--- config.mk ---
export PLATFORM = sky130hd
export DESIGN_NAME = fdct4_serial
export DESIGN_NICKNAME = d
export VERILOG_FILES = /design/src/rtl/fdct4_serial_pkg.sv /design/src/rtl/fdct4_serial_butterfly.sv /design/src/rtl/fdct4_serial.sv
export SDC_FILE = /design/constraint.sdc
export NUM_CORES = 1
export LEC_CHECK = 0
export ABC_CLOCK_PERIOD_IN_PS = 24800
export CAP_MARGIN = 10
export CORE_MARGIN = 4
export CORE_UTILIZATION = 45
export CTS_CLUSTER_DIAMETER = 120
export CTS_CLUSTER_SIZE = 30
export DETAILED_ROUTE_END_ITERATION = 8
export SETUP_SLACK_MARGIN = 0.1
export SLEW_MARGIN = 10
export SYNTH_ARGS = -nofsm -noshare
export SYNTH_HDL_FRONTEND = slang
export SYNTH_SLANG_ARGS = --single-unit
--- constraint.sdc ---
create_clock -name clk -period 24.8 [get_ports clk]
set_clock_uncertainty 0.05 [all_clocks]
set_input_delay 4.96 -clock clk [delete_from_list [all_inputs] [get_ports clk]]
set_output_delay 4.96 -clock clk [all_outputs]
set_load 0.1 [all_outputs]
--- src/rtl/fdct4_serial_pkg.sv ---
// fdct_pkg: shared definitions for the 4-point forward DCT.
//   DW_DEF        default signed sample/coefficient width
//   C64/C83/C36   HEVC 4-point transform coefficients
//   state_t       serial wrapper FSM states
package fdct_pkg;

    localparam int DW_DEF = 25;

    localparam int C64 = 64;
    localparam int C83 = 83;
    localparam int C36 = 36;

    typedef enum logic [1:0] {
        COLLECT,
        CALC,
        EMIT
    } state_t;

endpackage

--- src/rtl/fdct4_serial_butterfly.sv ---
// fdct4_butterfly: combinational 4-point forward DCT (partial butterfly).
//   x0..x3  in   signed samples, DW bits
//   y0..y3  out  signed coefficients, rounded with ADD, arithmetic shift by SHIFT,
//                truncated to DW bits (no saturation)
// Internal arithmetic is DW+10 bits so no intermediate sum can overflow.
module fdct4_butterfly
    import fdct_pkg::*;
#(
    parameter int DW    = DW_DEF,
    parameter int SHIFT = 1,
    parameter int ADD   = 1 << (SHIFT - 1)
) (
    input  logic signed [DW-1:0] x0,
    input  logic signed [DW-1:0] x1,
    input  logic signed [DW-1:0] x2,
    input  logic signed [DW-1:0] x3,
    output logic signed [DW-1:0] y0,
    output logic signed [DW-1:0] y1,
    output logic signed [DW-1:0] y2,
    output logic signed [DW-1:0] y3
);

    localparam int IW = DW + 10;

    localparam logic signed [IW-1:0] K64  = IW'(C64);
    localparam logic signed [IW-1:0] K83  = IW'(C83);
    localparam logic signed [IW-1:0] K36  = IW'(C36);
    localparam logic signed [IW-1:0] KADD = IW'(ADD);

    logic signed [IW-1:0] e0, e1, o0, o1;
    logic signed [IW-1:0] s0, s1, s2, s3;

    always_comb begin
        e0 = IW'(x0) + IW'(x3);
        e1 = IW'(x1) + IW'(x2);
        o0 = IW'(x0) - IW'(x3);
        o1 = IW'(x1) - IW'(x2);

        s0 = K64 * e0 + K64 * e1 + KADD;
        s2 = K64 * e0 - K64 * e1 + KADD;
        s1 = K83 * o0 + K36 * o1 + KADD;
        s3 = K36 * o0 - K83 * o1 + KADD;

        // >>> on signed operands: rounds toward -inf after the offset
        y0 = DW'(s0 >>> SHIFT);
        y1 = DW'(s1 >>> SHIFT);
        y2 = DW'(s2 >>> SHIFT);
        y3 = DW'(s3 >>> SHIFT);
    end

endmodule

--- src/rtl/fdct4_serial.sv ---
// fdct4_serial: serial-in / serial-out 4-point forward DCT.
//   clk, reset            clock; synchronous active-high reset
//   in_data/in_valid      sample stream x0..x3; in_ready high while collecting
//   out_data/out_valid    coefficient stream y0..y3; held stable while out_ready low
//   out_idx               index of coefficient on out_data
//   out_last              high with y3
// Sequence per block: 4 input beats (COLLECT), 1 cycle CALC, 4 output beats (EMIT).
module fdct4_serial
    import fdct_pkg::*;
#(
    parameter int DW    = DW_DEF,
    parameter int SHIFT = 1,
    parameter int ADD   = 1 << (SHIFT - 1)
) (
    input  logic                 clk,
    input  logic                 reset,
    input  logic signed [DW-1:0] in_data,
    input  logic                 in_valid,
    output logic                 in_ready,
    output logic signed [DW-1:0] out_data,
    output logic [1:0]           out_idx,
    output logic                 out_last,
    output logic                 out_valid,
    input  logic                 out_ready
);

    state_t state, state_nxt;

    logic [1:0]           cnt;
    logic [1:0]           idx;
    logic signed [DW-1:0] xbuf [4];
    logic signed [DW-1:0] ybuf [4];
    logic signed [DW-1:0] bf_y [4];
    logic                 in_fire, out_fire;

    fdct4_butterfly #(
        .DW    (DW),
        .SHIFT (SHIFT),
        .ADD   (ADD)
    ) u_bfly (
        .x0 (xbuf[0]),
        .x1 (xbuf[1]),
        .x2 (xbuf[2]),
        .x3 (xbuf[3]),
        .y0 (bf_y[0]),
        .y1 (bf_y[1]),
        .y2 (bf_y[2]),
        .y3 (bf_y[3])
    );

    always_ff @(posedge clk) begin
        if (reset) begin
            state <= COLLECT;
            cnt   <= '0;
            idx   <= '0;
            for (int unsigned i = 0; i < 4; i++) begin
                xbuf[i] <= '0;
                ybuf[i] <= '0;
            end
        end else begin
            state <= state_nxt;
            if (in_fire) begin
                xbuf[cnt] <= in_data;
                cnt       <= cnt + 2'd1;   // wraps to 0 after x3
            end
            if (state == CALC) begin
                for (int unsigned i = 0; i < 4; i++) begin
                    ybuf[i] <= bf_y[i];
                end
            end
            if (out_fire) begin
                idx <= idx + 2'd1;         // wraps to 0 after y3
            end
        end
    end

    always_comb begin
        state_nxt = state;
        in_ready  = 1'b0;
        out_valid = 1'b0;
        case (state)
            COLLECT: begin
                in_ready = 1'b1;
                if (in_valid && cnt == 2'd3) state_nxt = CALC;
            end
            CALC: begin
                state_nxt = EMIT;
            end
            EMIT: begin
                out_valid = 1'b1;
                if (out_ready && idx == 2'd3) state_nxt = COLLECT;
            end
            default: state_nxt = COLLECT;
        endcase
        in_fire  = in_valid && in_ready;
        out_fire = out_valid && out_ready;
        out_data = ybuf[idx];
        out_idx  = idx;
        out_last = out_valid && (idx == 2'd3);
    end

endmodule

[Word level (Yosys, flattened, before mapping)]
Memories as Yosys holds them, arrays and structs flattened. A register that Yosys moved wholly into a read port is not among the register bits.
Index checks and enable logic that the tools add are counted.
Operators by class
  eq/ne operators: 6
  mux-type cells: 22
  add/subtract/negate cells: 14
  bitwise gates (word level): 4
  reduce and logical (&&, ||, !) cells: 8
  multipliers: 4
Operator list (number)
  $mux 25: 5
  $add 26x2->26 const B: 4
  $mul 5x35->24 const A: 2
  $mul 8x35->26 const A: 2
  $add 26x26->26: 2
  $sub 25x25->26: 2
  $sub 26x26->26: 2
  $add 20x20->20: 2
  $reduce_or 25->1: 1
  $mux 1: 11
  $mux 2: 5
  $eq 2x2->1 const B: 3
  $pmux 2 s3: 1
  $logic_and 1x1->1: 5
  $add 2x1->2 const B: 2
  $ne 2x2->1 const B: 2
  $or 1x1->1: 4
  $eq 2x1->1 const B: 1
  $logic_not 2->1: 1
  $reduce_and 2->1: 1
Word-level totals
  word-level logic and storage cells: 63
  register bits: 6
  output and inout port bits: 30
  bits in writable memories: 200
  bits of input ports: 29
  memories kept: 2
Memories
  xbuf: depth 4, bits a word 25, rd ports 4, clocked after memory_dff 0, wr ports 4, line fdct4_serial.sv:31  | logic signed [DW-1:0] xbuf [4];
  ybuf: depth 4, bits a word 25, rd ports 1, clocked after memory_dff 1, wr ports 4, line fdct4_serial.sv:32  | logic signed [DW-1:0] ybuf [4];

[Depth between registers and ports, before layout]
  word-level depth: 8
  mapped depth: 37
  depth with buffers taken out: 37

[Modules after synthesis]
A second synthesis with hierarchy kept.
Unflattened totals
  cells, all modules: 2363
  area total of the unflattened synthesis: 23223.5 µm²
By module, submodules not included
  fdct4_butterfly: instances 1, cells each 1869, seq. area each 0.0 µm², area an instance 14864.3 µm²
  fdct4_serial: instances 1, cells each 494, seq. area each 6165.9 µm², area an instance 8359.3 µm²

[Least setup slack after synthesis]
Ideal clock, no wire load.
  kind: register to register
  from: memory xbuf[1][0] (netlist name)
  to: memory ybuf[1][24] (netlist name) (data pin)
  slack: 16.678 ns
  cell stages (with the launch flop): 38
  library setup time: 0.266 ns
  data required time: 24.484 ns
  arrival time: 7.806 ns
  buffers on the path: 0
  period minus slack after synthesis: 8.122 ns
  path through: edfxtp_1 -> inv_1 -> ha_1 -> inv_1 -> fa_1 -> a211oi_2 -> o21bai_1 -> a21oi_1 -> xor2_1 -> inv_1 -> ha_1 -> ha_1 -> nor2b_1 -> o21ai_1 -> a21boi_0 -> o21ai_1 -> a21oi_1 -> o21a_1 -> (+2 left out) -> o41a_1 -> a41o_1 -> o41ai_1 -> xnor2_1 -> fa_1 -> ha_1 -> inv_1 -> fa_1 -> fa_1 -> xor2_1 -> xnor2_1 -> xnor2_1 -> xnor2_1 -> xnor2_1 -> xnor2_1 -> xor3_1 -> xnor2_1 -> nor2_1
RTL lines (line)
  start, declared: fdct4_serial.sv:31
  end, declared: fdct4_serial.sv:32

==> impl_metrics.json <==
{
  "hpwl_um": 43600,
  "cts_inserted_buffers": 17,
  "clock-root-buffer": "clkbuf_16",
  "synth_xor_area_frac": 0.0970,
  "die_w_um": 231,
  "fin_setup_tns_ns": 0,
  "grtUsageTotal": 0.202,
  "final_common_cell": "ha_1",
  "insertedDiodeCount": 0,
  "syn_area_sq_mm": 0.0223,
  "stdcell_area_sq_mm": 0.0242,
  "finalSetupViolations": 0,
  "grt_max_degree": 77,
  "cap_violations": 0,
  "synthToLayoutAreaGrowth_pct": 8.41,
  "cp-start-kind": "flop",
  "yosys_most_used_dff": "edfxtp_1",
  "vias": 15566,
  "post_synth_fa_ha_maj_area_fraction": 0.306,
  "yosys_warnings": 0,
  "die_h_um": 231,
  "period_needed_ns": 8.96,
  "ys_seq_elements": 197,
  "gp_congestion": 0.892,
  "nNetsFinal": 2807,
  "clk_latency_ns": 0.49,
  "initial_core_util": 0.455,
  "ant_nets": 0,
  "mostFrequentLayoutCells": "ha_1, inv_1, nor2_1",
  "avgSynthCellArea_sq_um": 9.77,
  "critPathRequiredTime_ns": 24.98,
  "fp-row-count": 81,
  "post-cts-setup-buffers": 0,
  "clock-sinks": 197,
  "maxSlewHeadroom": 0.240,
  "place_area_sq_mm": 0.0236,
  "endpoint_kind": "flop",
  "cts_tree": "yes",
  "routed_wl_um": 52300,
  "htree_levels": 4,
  "post_route_cells_drive_above_1_share": 0.0448,
  "drc_errors": 0,
  "grt_pass1_vias": 15845,
  "fp.dieArea_sq_mm": 0.0531,
  "worst_ep_arrival_time_ns": 9.14,
  "clkTransAtPathRegs_ns": 0.08,
  "hp-class": "reg -> reg",
  "drtPass1Iterations": 5,
  "synthMuxAreaShare": 0.0237,
  "drt_iter0_drc": 1152,
  "status": "complete, no violations",
  "async_reset_ff_frac": 0,
  "rsz0062_at_grt": "no",
  "slew_viol_final": 0,
  "ys_seq_area_frac": 0.262,
  "ctsResizeCount": 0,
  "place_ws_ns": 15.90,
  "cp_slowest_cell": "fa_1",
  "wl_per_cell_um": 17.5,
  "syn_inst": 2280,
  "viasPerCell": 5.21,
  "path_common_cell": "xnor2_1",
  "worst-setup-path-type": "reg -> reg",
  "min_period_over_period": 0.361,
  "placed_cells": 2955,
  "core_sq_mm": 0.0490,
  "worstMarginPinSlew_ns": 1.14,
  "synth_top_family_by_area": "adder cells",
  "antenna_found_initial": 0,
  "grt_pass1_wl_um": 84200,
  "synth-edff-count": 189,
  "synth_nets": 2777,
  "max_stage_delay_ns": 0.45,
  "cts.hold.buffers_added": 0,
  "synth_compound_area_frac": 0.124,
  "port-buffer-count": 58,
  "max_clock_freq_mhz": 112,
  "yosys.area_share.simple": 0.126,
  "synth_cell_type_count": 75,
  "clockBufferDepth": 2,
  "critPathMaxFanout": 5,
  "grt-ovfl-total": 0,
  "ios": 59,
  "fin_cells": 2987,
  "fin_ws_ns": 15.84,
  "finalHoldViolations": 0
}
==> metal layers <==
layer	global-route usage	routed length (um)
met5	0	0
met4	0.0420	594
met3	0.0257	2260
met2	0.311	22900
met1	0.305	26500
==> final cells by class <==
cell class / count / area (sq um)
Multi-Input combinational cell: 1722 / 15100
Tap cell: 664 / 831
Sequential cell: 197 / 5840
Clock buffer: 19 / 433
Clock inverter: 13 / 123
Fill cell: 4508 / 24800
Timing Repair Buffer: 75 / 708
Inverter: 297 / 1110
==> through the flow <==
step,util,hold slack (ns)
CTS,0.494,0.472
global route,0.494,0.497
detailed placement,0.482,0.465
finish,0.494,0.474
floorplan,-,0.485
global placement,0.482,0.451
==> critical path: cells and delay by family (launching register included) <==
family / cells / cell delay, ns
adders and majority gates: 8 / 2.90
AOI/OAI and AO/OA: 13 / 2.77
xor gates and xnor gates: 10 / 1.97
buffers and inverters: 4 / 0.42
DFF: 1 / 0.39
and+or+nand+nor: 2 / 0.20
==> synth_stat cells (4+ instances only) <==
cell	instances	area share
ha_1	340	0.19
inv_1	296	0.050
nor2_1	224	0.038
edfxtp_1	189	0.25
xnor2_1	154	0.061
a21oi_1	132	0.030
fa_1	128	0.11
and2_1	116	0.033
xor2_1	83	0.033
nand2_1	65	0.011
o21ai_0	64	0.014
a21o_1	55	0.019
clkbuf_1	53	0.0089
nor3_1	36	0.0081
o21bai_1	33	0.011
nand2b_1	31	0.0087
nor2b_1	27	0.0076
nand3_1	22	0.0049
mux4_2	19	0.019
o21a_1	18	0.0061
or3_1	17	0.0048
a31oi_1	13	0.0036
a211oi_1	11	0.0037
mux2i_1	10	0.0045
or2_2	10	0.0028
dfxtp_1	8	0.0072
and3_1	7	0.0020
o41ai_1	7	0.0028
buf_2	6	0.0013
o21ai_1	6	0.0013
a41o_1	5	0.0022
nand4_1	5	0.0014
o211ai_1	5	0.0017
o41a_1	5	0.0025
a31o_2	4	0.0016
nor3b_1	4	0.0013
nor4_1	4	0.0011
o22ai_1	4	0.0011
o31a_1	4	0.0016
==> cell families after synthesis <==
| group | count (synthesis) |
|---|---|
| AND/OR/NAND/NOR | 573 |
| adder cells (fa/ha/maj) | 468 |
| AO/OA/AOI/OAI | 411 |
| buffers and inverters | 361 |
| XOR/XNOR | 241 |
| flip-flops | 197 |
| multiplexers | 29 |
==> worst paths after layout <==
| path | from | end | slack, ns | cells past startpoint |
|---|---|---|---|---|
| setup / recovery | xbuf[1][0] | ybuf[1][24] | 15.84 | 37 |
| hold reg to reg | out_idx[1] | flop | 0.47 | 2 |
| setup reg to reg | xbuf[1][0] | ybuf[1][24] | 15.84 | 37 |
| hold / removal | out_idx[1] | flop | 0.47 | 2 |
==> registers in the layout, indices dropped and copies added, names as in the netlist, named ones only <==
signal	cells
ybuf	89
out_idx	2
xbuf	100
cnt	2
state	2
Power is left out: the tool's default activity adds up to more than one toggle a clock period on the data nets, which glitch-free logic cannot reach.
